==> src/rtl/multi_debouncer.sv <==
// N-channel push-button conditioner: 2-flop sync, steady-time qualification, press/release pulses.
// Optional auto-repeat of press pulses on held buttons when DEBOUNCE_AUTOREPEAT_EN is defined.
module multi_debouncer #(
  parameter int CHANNELS      = 4,
  parameter int PRESSED_VALUE = 1,
  parameter int STABLE_CYCLES = 250000,
  parameter int REPEAT_DELAY  = 12500000,
  parameter int REPEAT_PERIOD = 2500000
) (
  input  logic                clk,
  input  logic                rst,
  input  logic [CHANNELS-1:0] i_buttons,
  output logic [CHANNELS-1:0] o_state,
  output logic [CHANNELS-1:0] o_press,
  output logic [CHANNELS-1:0] o_release,
  output logic                o_any_press
);

  localparam int              SCW         = (STABLE_CYCLES > 1) ? $clog2(STABLE_CYCLES) : 1;
  localparam logic [SCW-1:0]  STABLE_LAST = SCW'(STABLE_CYCLES - 1);
  localparam logic            IDLE_LVL    = (PRESSED_VALUE != 0) ? 1'b0 : 1'b1;
  localparam logic            PRESS_LVL   = ~IDLE_LVL;

  if (CHANNELS < 1 || STABLE_CYCLES < 2 || REPEAT_DELAY < 2 || REPEAT_PERIOD < 2) begin : g_bad_params
    $error("multi_debouncer: parameter out of range");
  end

  logic [CHANNELS-1:0] press_d;
  logic                any_press_q;

  for (genvar g = 0; g < CHANNELS; g++) begin : g_ch
    logic           s1_q, s2_q;
    logic           act;
    logic           st_q, st_d;
    logic           prs_q, prs_d;
    logic           rel_q, rel_d;
    logic [SCW-1:0] cnt_q, cnt_d;
    logic           accept;

    assign act = (s2_q == PRESS_LVL);

`ifdef DEBOUNCE_AUTOREPEAT_EN
    localparam int             RMAX        = (REPEAT_DELAY > REPEAT_PERIOD) ? REPEAT_DELAY : REPEAT_PERIOD;
    localparam int             RCW         = (RMAX > 1) ? $clog2(RMAX) : 1;
    localparam logic [RCW-1:0] DELAY_LAST  = RCW'(REPEAT_DELAY - 1);
    localparam logic [RCW-1:0] PERIOD_LAST = RCW'(REPEAT_PERIOD - 1);

    logic [RCW-1:0] rep_q, rep_d;
    // first_q selects the initial delay until the first repeat has fired
    logic           first_q, first_d;
    logic           rep_hit;

    always_comb begin
      rep_d   = rep_q;
      first_d = first_q;
      rep_hit = 1'b0;
      if (accept || !st_q) begin
        // any acceptance (press or release) or a released channel restarts the delay
        rep_d   = '0;
        first_d = 1'b1;
      end else if (rep_q == (first_q ? DELAY_LAST : PERIOD_LAST)) begin
        rep_hit = 1'b1;
        rep_d   = '0;
        first_d = 1'b0;
      end else begin
        rep_d = rep_q + 1'b1;
      end
    end

    always_ff @(posedge clk) begin
      if (rst) begin
        rep_q   <= '0;
        first_q <= 1'b1;
      end else begin
        rep_q   <= rep_d;
        first_q <= first_d;
      end
    end
`else
    logic rep_hit;
    assign rep_hit = 1'b0;
`endif

    always_comb begin
      cnt_d  = cnt_q;
      st_d   = st_q;
      accept = 1'b0;
      if (act == st_q) begin
        cnt_d = '0;
      end else if (cnt_q == STABLE_LAST) begin
        accept = 1'b1;
        st_d   = act;
        cnt_d  = '0;
      end else begin
        cnt_d = cnt_q + 1'b1;
      end
      prs_d = (accept && act) || rep_hit;
      rel_d = accept && !act;
    end

    always_ff @(posedge clk) begin
      if (rst) begin
        s1_q  <= IDLE_LVL;
        s2_q  <= IDLE_LVL;
        cnt_q <= '0;
        st_q  <= 1'b0;
        prs_q <= 1'b0;
        rel_q <= 1'b0;
      end else begin
        s1_q  <= i_buttons[g];
        s2_q  <= s1_q;
        cnt_q <= cnt_d;
        st_q  <= st_d;
        prs_q <= prs_d;
        rel_q <= rel_d;
      end
    end

    assign press_d[g]   = prs_d;
    assign o_state[g]   = st_q;
    assign o_press[g]   = prs_q;
    assign o_release[g] = rel_q;
  end

  always_ff @(posedge clk) begin
    if (rst) begin
      any_press_q <= 1'b0;
    end else begin
      any_press_q <= |press_d;
    end
  end

  assign o_any_press = any_press_q;

endmodule

==> config.mk <==
export PLATFORM = sky130hd
export DESIGN_NAME = multi_debouncer
export DESIGN_NICKNAME = d
export VERILOG_FILES = /design/src/rtl/multi_debouncer.sv
export SDC_FILE = /design/constraint.sdc
export NUM_CORES = 1
export LEC_CHECK = 0
export CAP_MARGIN = 20
export CORE_MARGIN = 4
export CORE_UTILIZATION = 45
export DETAILED_ROUTE_END_ITERATION = 8
export HOLD_SLACK_MARGIN = 0.03
export PLACE_DENSITY = 0.7
export SYNTH_ARGS = -nofsm -noshare
export SYNTH_HDL_FRONTEND = slang
export SYNTH_SLANG_ARGS = --single-unit
==> constraint.sdc <==
create_clock -name clk -period 1.7 [get_ports clk]
set_input_delay 0.425 -clock clk [delete_from_list [all_inputs] [get_ports clk]]
set_output_delay 0.425 -clock clk [all_outputs]
set_load 0.03 [all_outputs]
== Yosys cells after proc, flatten, opt, wreduce, memory -nomap -nowiden ==
Cells that the tools add are included.
Widths: inputs -> output; s select.

* Flip-flop bits (word level): 93
* Bits in latches: 0
* Memory bits (writable): 0
* Memory bits (read-only): 0
* Input bits: 6
* Word-level logic and storage cells: 70
* Memories: 0

* $add $sub $neg: 4
* $mul: 0
* Div/mod/pow operators: 0
* $lt $le $gt $ge: 0
* Equal/unequal tests: 8
* Shifts and indexed selects: 0
* Mux-type cells: 8
* Bitwise gates (word level): 4
* Reduce and logical (&&, ||, !) cells: 21

{| class="wikitable"
|+ Operators with widths
! kind !! count
|-
| $add 18x1->18 const B || 4
|-
| $eq 18x18->1 const B || 4
|-
| $reduce_or 3->1 || 4
|-
| $logic_and 1x1->1 || 8
|-
| $mux 1 || 8
|-
| $reduce_and 2->1 || 4
|-
| $eq 1x1->1 || 4
|-
| $logic_not 1->1 || 4
|-
| $not 1->1 || 4
|-
| $reduce_or 4->1 || 1
|}

== Longest topological paths before layout ==
* Depth in word-level cells: 5
* Depth in mapped cells: 7
* Mapped depth without buffers: 5

== Worst setup path after synthesis ==
Ideal clock, no wire load.

* Path type: register to register
* Start point: reg g_ch[3].cnt_q[0]
* End point: reg g_ch[3].cnt_q[16]
* Setup time: 0.070 ns
* Arrival time: 1.685 ns
* Required time: 1.630 ns
* Path slack: -0.055 ns
* Stages on the path, launching flop included: 6
* Clock period less this slack: 1.755 ns
* Path through: dfxtp_1 -> ha_1 -> nand3_1 -> nor4_1 -> or3b_2 -> a21oi_1

* Word-level cells in the longest chain between the ends: 2

{| class="wikitable"
|+ Ends and longest elaborated chain
! element !! line !! source
|-
| start, declared || 37 || <nowiki>logic [SCW-1:0] cnt_q, cnt_d;</nowiki>
|-
| start signal, assigned || 112 || <nowiki>cnt_q <= cnt_d;</nowiki>
|-
| branches (longest 2 deep; another with $add 18x1->18) || - ||
|}

Several ways; the timed one is not identified.
A chain may end at the register's enable or synchronous reset.

== Worst setup path after layout ==
* Start point: reg g_ch[0].cnt_q[13]
* End point: reg g_ch[0].cnt_q[17]

* Word-level cells in the longest chain between the ends: 2

{| class="wikitable"
|+ Ends and longest elaborated chain
! element !! line
|-
| start, declared || 37
|-
| start signal, assigned || 112
|-
| branches (longest 2 deep; another with $add 18x1->18) || -
|}

Several ways; the timed one is not identified.

==> flow_metrics.py <==
metrics = {
    "status": {
        "outcome": "completed",
    },
    "logic_synthesis": {
        "synth_top_area_frac": 0.458,
        "synth.net_count": 463,
        "synthFlopType": "dfxtp_1",
        "yosys-top-cells-count": "dfxtp_1 (93), nor2_1 (63), nand3_1 (29), xor2_1 (25)",
        "yosysWarnings": 0,
        "synth_top_cell_by_area": "dfxtp_1",
        "synth_cell_type_count": 42,
        "ys_seq_area_frac": 0.458,
        "synth.area.top_cells": "dfxtp_1 (46%), nor2_1 (5.8%), xor2_1 (5.4%), xnor2_1 (5.0%), nand3_1 (3.6%)",
        "synth_area_sq_um": 4070,
        "netlist_instances": 453,
        "synthMostInstantiatedCell": "dfxtp_1",
        "synth-edff-count": 0,
        "ys_ff_latch": 93,
        "postSynth.asyncResetShare": 0,
        "postSynthAreaPerCell_sq_um": 8.97,
    },
    "clock_tree": {
        "htreeDepth": 3,
        "cts_max_path_buffers": 2,
        "cts_buffers": 9,
        "clock_sinks": 93,
        "cts_tree": "done",
        "hold_buffers": 0,
        "cts.clk_slew.worst_paths_ns": 0.09,
        "cts-root-buf": "clkbuf_8",
        "clock_latency_ns": 0.36,
    },
    "routing": {
        "drtAntennaViolNets": 0,
        "drc": 0,
        "routed_wl_mm": 8.41,
        "dr.first_iter.drc_count": 91,
        "avgRoutedWirePerCell_um": 13.4,
        "num_vias": 3349,
        "first_pass_iters": 4,
        "viasPerCell": 5.32,
    },
    "grt": {
        "grt_start_max_net_pins": 19,
        "grt_pass1_wl_mm": 14.1,
        "grt_pass1_vias": 3165,
        "grtUsageTotal": 0.165,
        "grt_overflow": 0,
        "antenna_found_initial": 0,
    },
    "sta": {
        "fin_crit_sh": 0.990,
        "clock.fmax_ghz": 0.594,
        "tightest_slew_ns": 0.353,
        "rsz0062_at_grt": "yes",
        "finalSetupViolCount": 0,
        "setup_tns_ns": 0,
        "slew_headroom": 0.761,
        "whs_ns": 0.441,
        "min_period_ns": 1.68,
        "finalHoldViolCount": 0,
        "clock_skew_ns": 0.00967,
        "drv_slew": 0,
    },
    "job": {
        "cap_violations": 0,
    },
    "cells_and_area": {
        "areaGrowthSynthToFinish_pct": 23.9,
        "stdcell_area_sq_um": 5040,
        "final_nets": 527,
        "drive_gt1_frac": 0.216,
        "final_util": 0.575,
        "antenna_cells": 0,
    },
    "critical_path": {
        "critPathBufInv": 1,
        "critical_path.endpoint_type": "flip-flop",
        "crit_path_cell_trace": "or4b_4, nor4_4, a21o_1, clkbuf_16, a21oi_1",
        "slowest_stage": "or4b_4",
        "critPathMaxFanout": 8,
        "crit_type": "reg -> reg",
        "worstSetupStartpointType": "flip-flop",
        "crit_family": "simple AND/OR/NAND/NOR gates",
        "cpPeakStageDelay_ns": 0.54,
        "arrival_ns": 1.93,
        "required_ns": 1.95,
    },
    "floorplan": {
        "die_w_um": 103,
        "core-area_sq_um": 8760,
        "die-area_sq_um": 10600,
        "die_h_um": 103,
        "io_pins": 19,
        "start_util": 0.464,
        "placementRows": 34,
    },
    "place": {
        "place_congestion": 0.811,
        "detailed_place.area_sq_um": 4650,
        "io_buffers": 18,
        "hpwlAfterDp_mm": 5.82,
    },
    "power_and_ir_drop": {
        "ir_drop_mv": 0.381,
        "power_density_nw_per_um2": 745,
        "p_total_mw": 3.75,
        "cellLeakagePower_nw": 1.75,
    },
    "min_path": {
        "hold_path_class": "reg -> reg",
    },
}
==> layout by cell type (no fill, tap or decap), types with 13 or more instances in the layout <==
| cell type | Yosys | routed |
|---|---|---|
| a21oi_1 | 23 | 22 |
| buf_4 | 17 | 53 |
| dfxtp_1 | 93 | 87 |
| dlygate4sd2_1 | 0 | 13 |
| nand2_1 | 22 | 22 |
| nand3_1 | 29 | 27 |
| nand4_1 | 18 | 18 |
| nor2_1 | 63 | 63 |
| xnor2_1 | 23 | 23 |
| xor2_1 | 25 | 25 |
==> cells by family (layout without fill, tap and decap cells) <==
| logic type | after synthesis | after routing | share of synthesized area |
|---|---|---|---|
| buf+inv | 34 | 103 | 0.0474 |
| compound gates | 52 | 52 | 0.0803 |
| flops | 93 | 93 | 0.458 |
| fa+ha+maj | 4 | 4 | 0.0123 |
| simple gates | 222 | 222 | 0.299 |
| xor+xnor | 48 | 48 | 0.103 |
==> area by class of cell <==
| type | count | area, sq um |
|---|---|---|
| Clock buffer | 10 | 138 |
| Clock inverter | 6 | 62.6 |
| Fill cell | 758 | 3720 |
| Inverter | 11 | 41.3 |
| Multi-Input combinational cell | 326 | 2130 |
| Sequential cell | 93 | 1870 |
| Tap cell | 108 | 135 |
| Timing Repair Buffer | 76 | 667 |
==> report_power, final <==
part           total, mW  switching (mW)  internal [mW]
logic             0.0810          0.0377         0.0434
clock network       1.48           0.758          0.717
registers           2.19         0.00714           2.19
total               3.75           0.803           2.95
==> state kept, by name, summed over array words and instances, names as in the netlist <==
register,count
g_ch.act,4
g_ch.prs_q,4
g_ch.st_q,4
g_ch.cnt_q,72
o_any_press,1
g_ch.rel_q,4
g_ch.s1_q,4
==> timing repair <==
action                     CTS  global route
setup endpoints to repair   27            61
buffers inserted             0             8
gates resized for setup     16            24
cloned                       0             1
pin swaps                    3            14
==> final timing paths <==
kind	from	to	slack, ns	cells past startpoint
max	g_ch[0].cnt_q[13]	g_ch[0].cnt_q[17]	0.02	5
min	g_ch[3].s1_q	g_ch[3].act	0.44	1
max reg2reg	g_ch[0].cnt_q[13]	g_ch[0].cnt_q[17]	0.02	5
min reg2reg	g_ch[3].s1_q	g_ch[3].act	0.44	1
==> per-layer routing <==
metal / wire [um] / vias to the layer above / GRT usage / part of all wire
met4: 110 / 0 / 0.0518 / 0.013
met5: 0 / - / 0 / 0
met1: 3850 / 1579 / 0.203 / 0.46
met3: 263 / 11 / 0.0494 / 0.031
li1: - / 1721 / - / -
met2: 4190 / 38 / 0.280 / 0.50
==> worst reg2reg max path, cell delays in order, from the launching register on <==
cell and delay [ns]:
dfxtp_2 0.33, or4b_4 0.54, nor4_4 0.22, a21o_1 0.26
clkbuf_16 0.19, a21oi_1 0.04
==> through the flow <==
step,setup slack [ns],cells
finish,0.0169,630
floorplan,-0.00446,453
global route,-0.0455,630
CTS,0.00195,621
global placement,0.0274,605
detailed placement,-0.0182,605
Note: power is estimated with default switching activity, not from simulation.
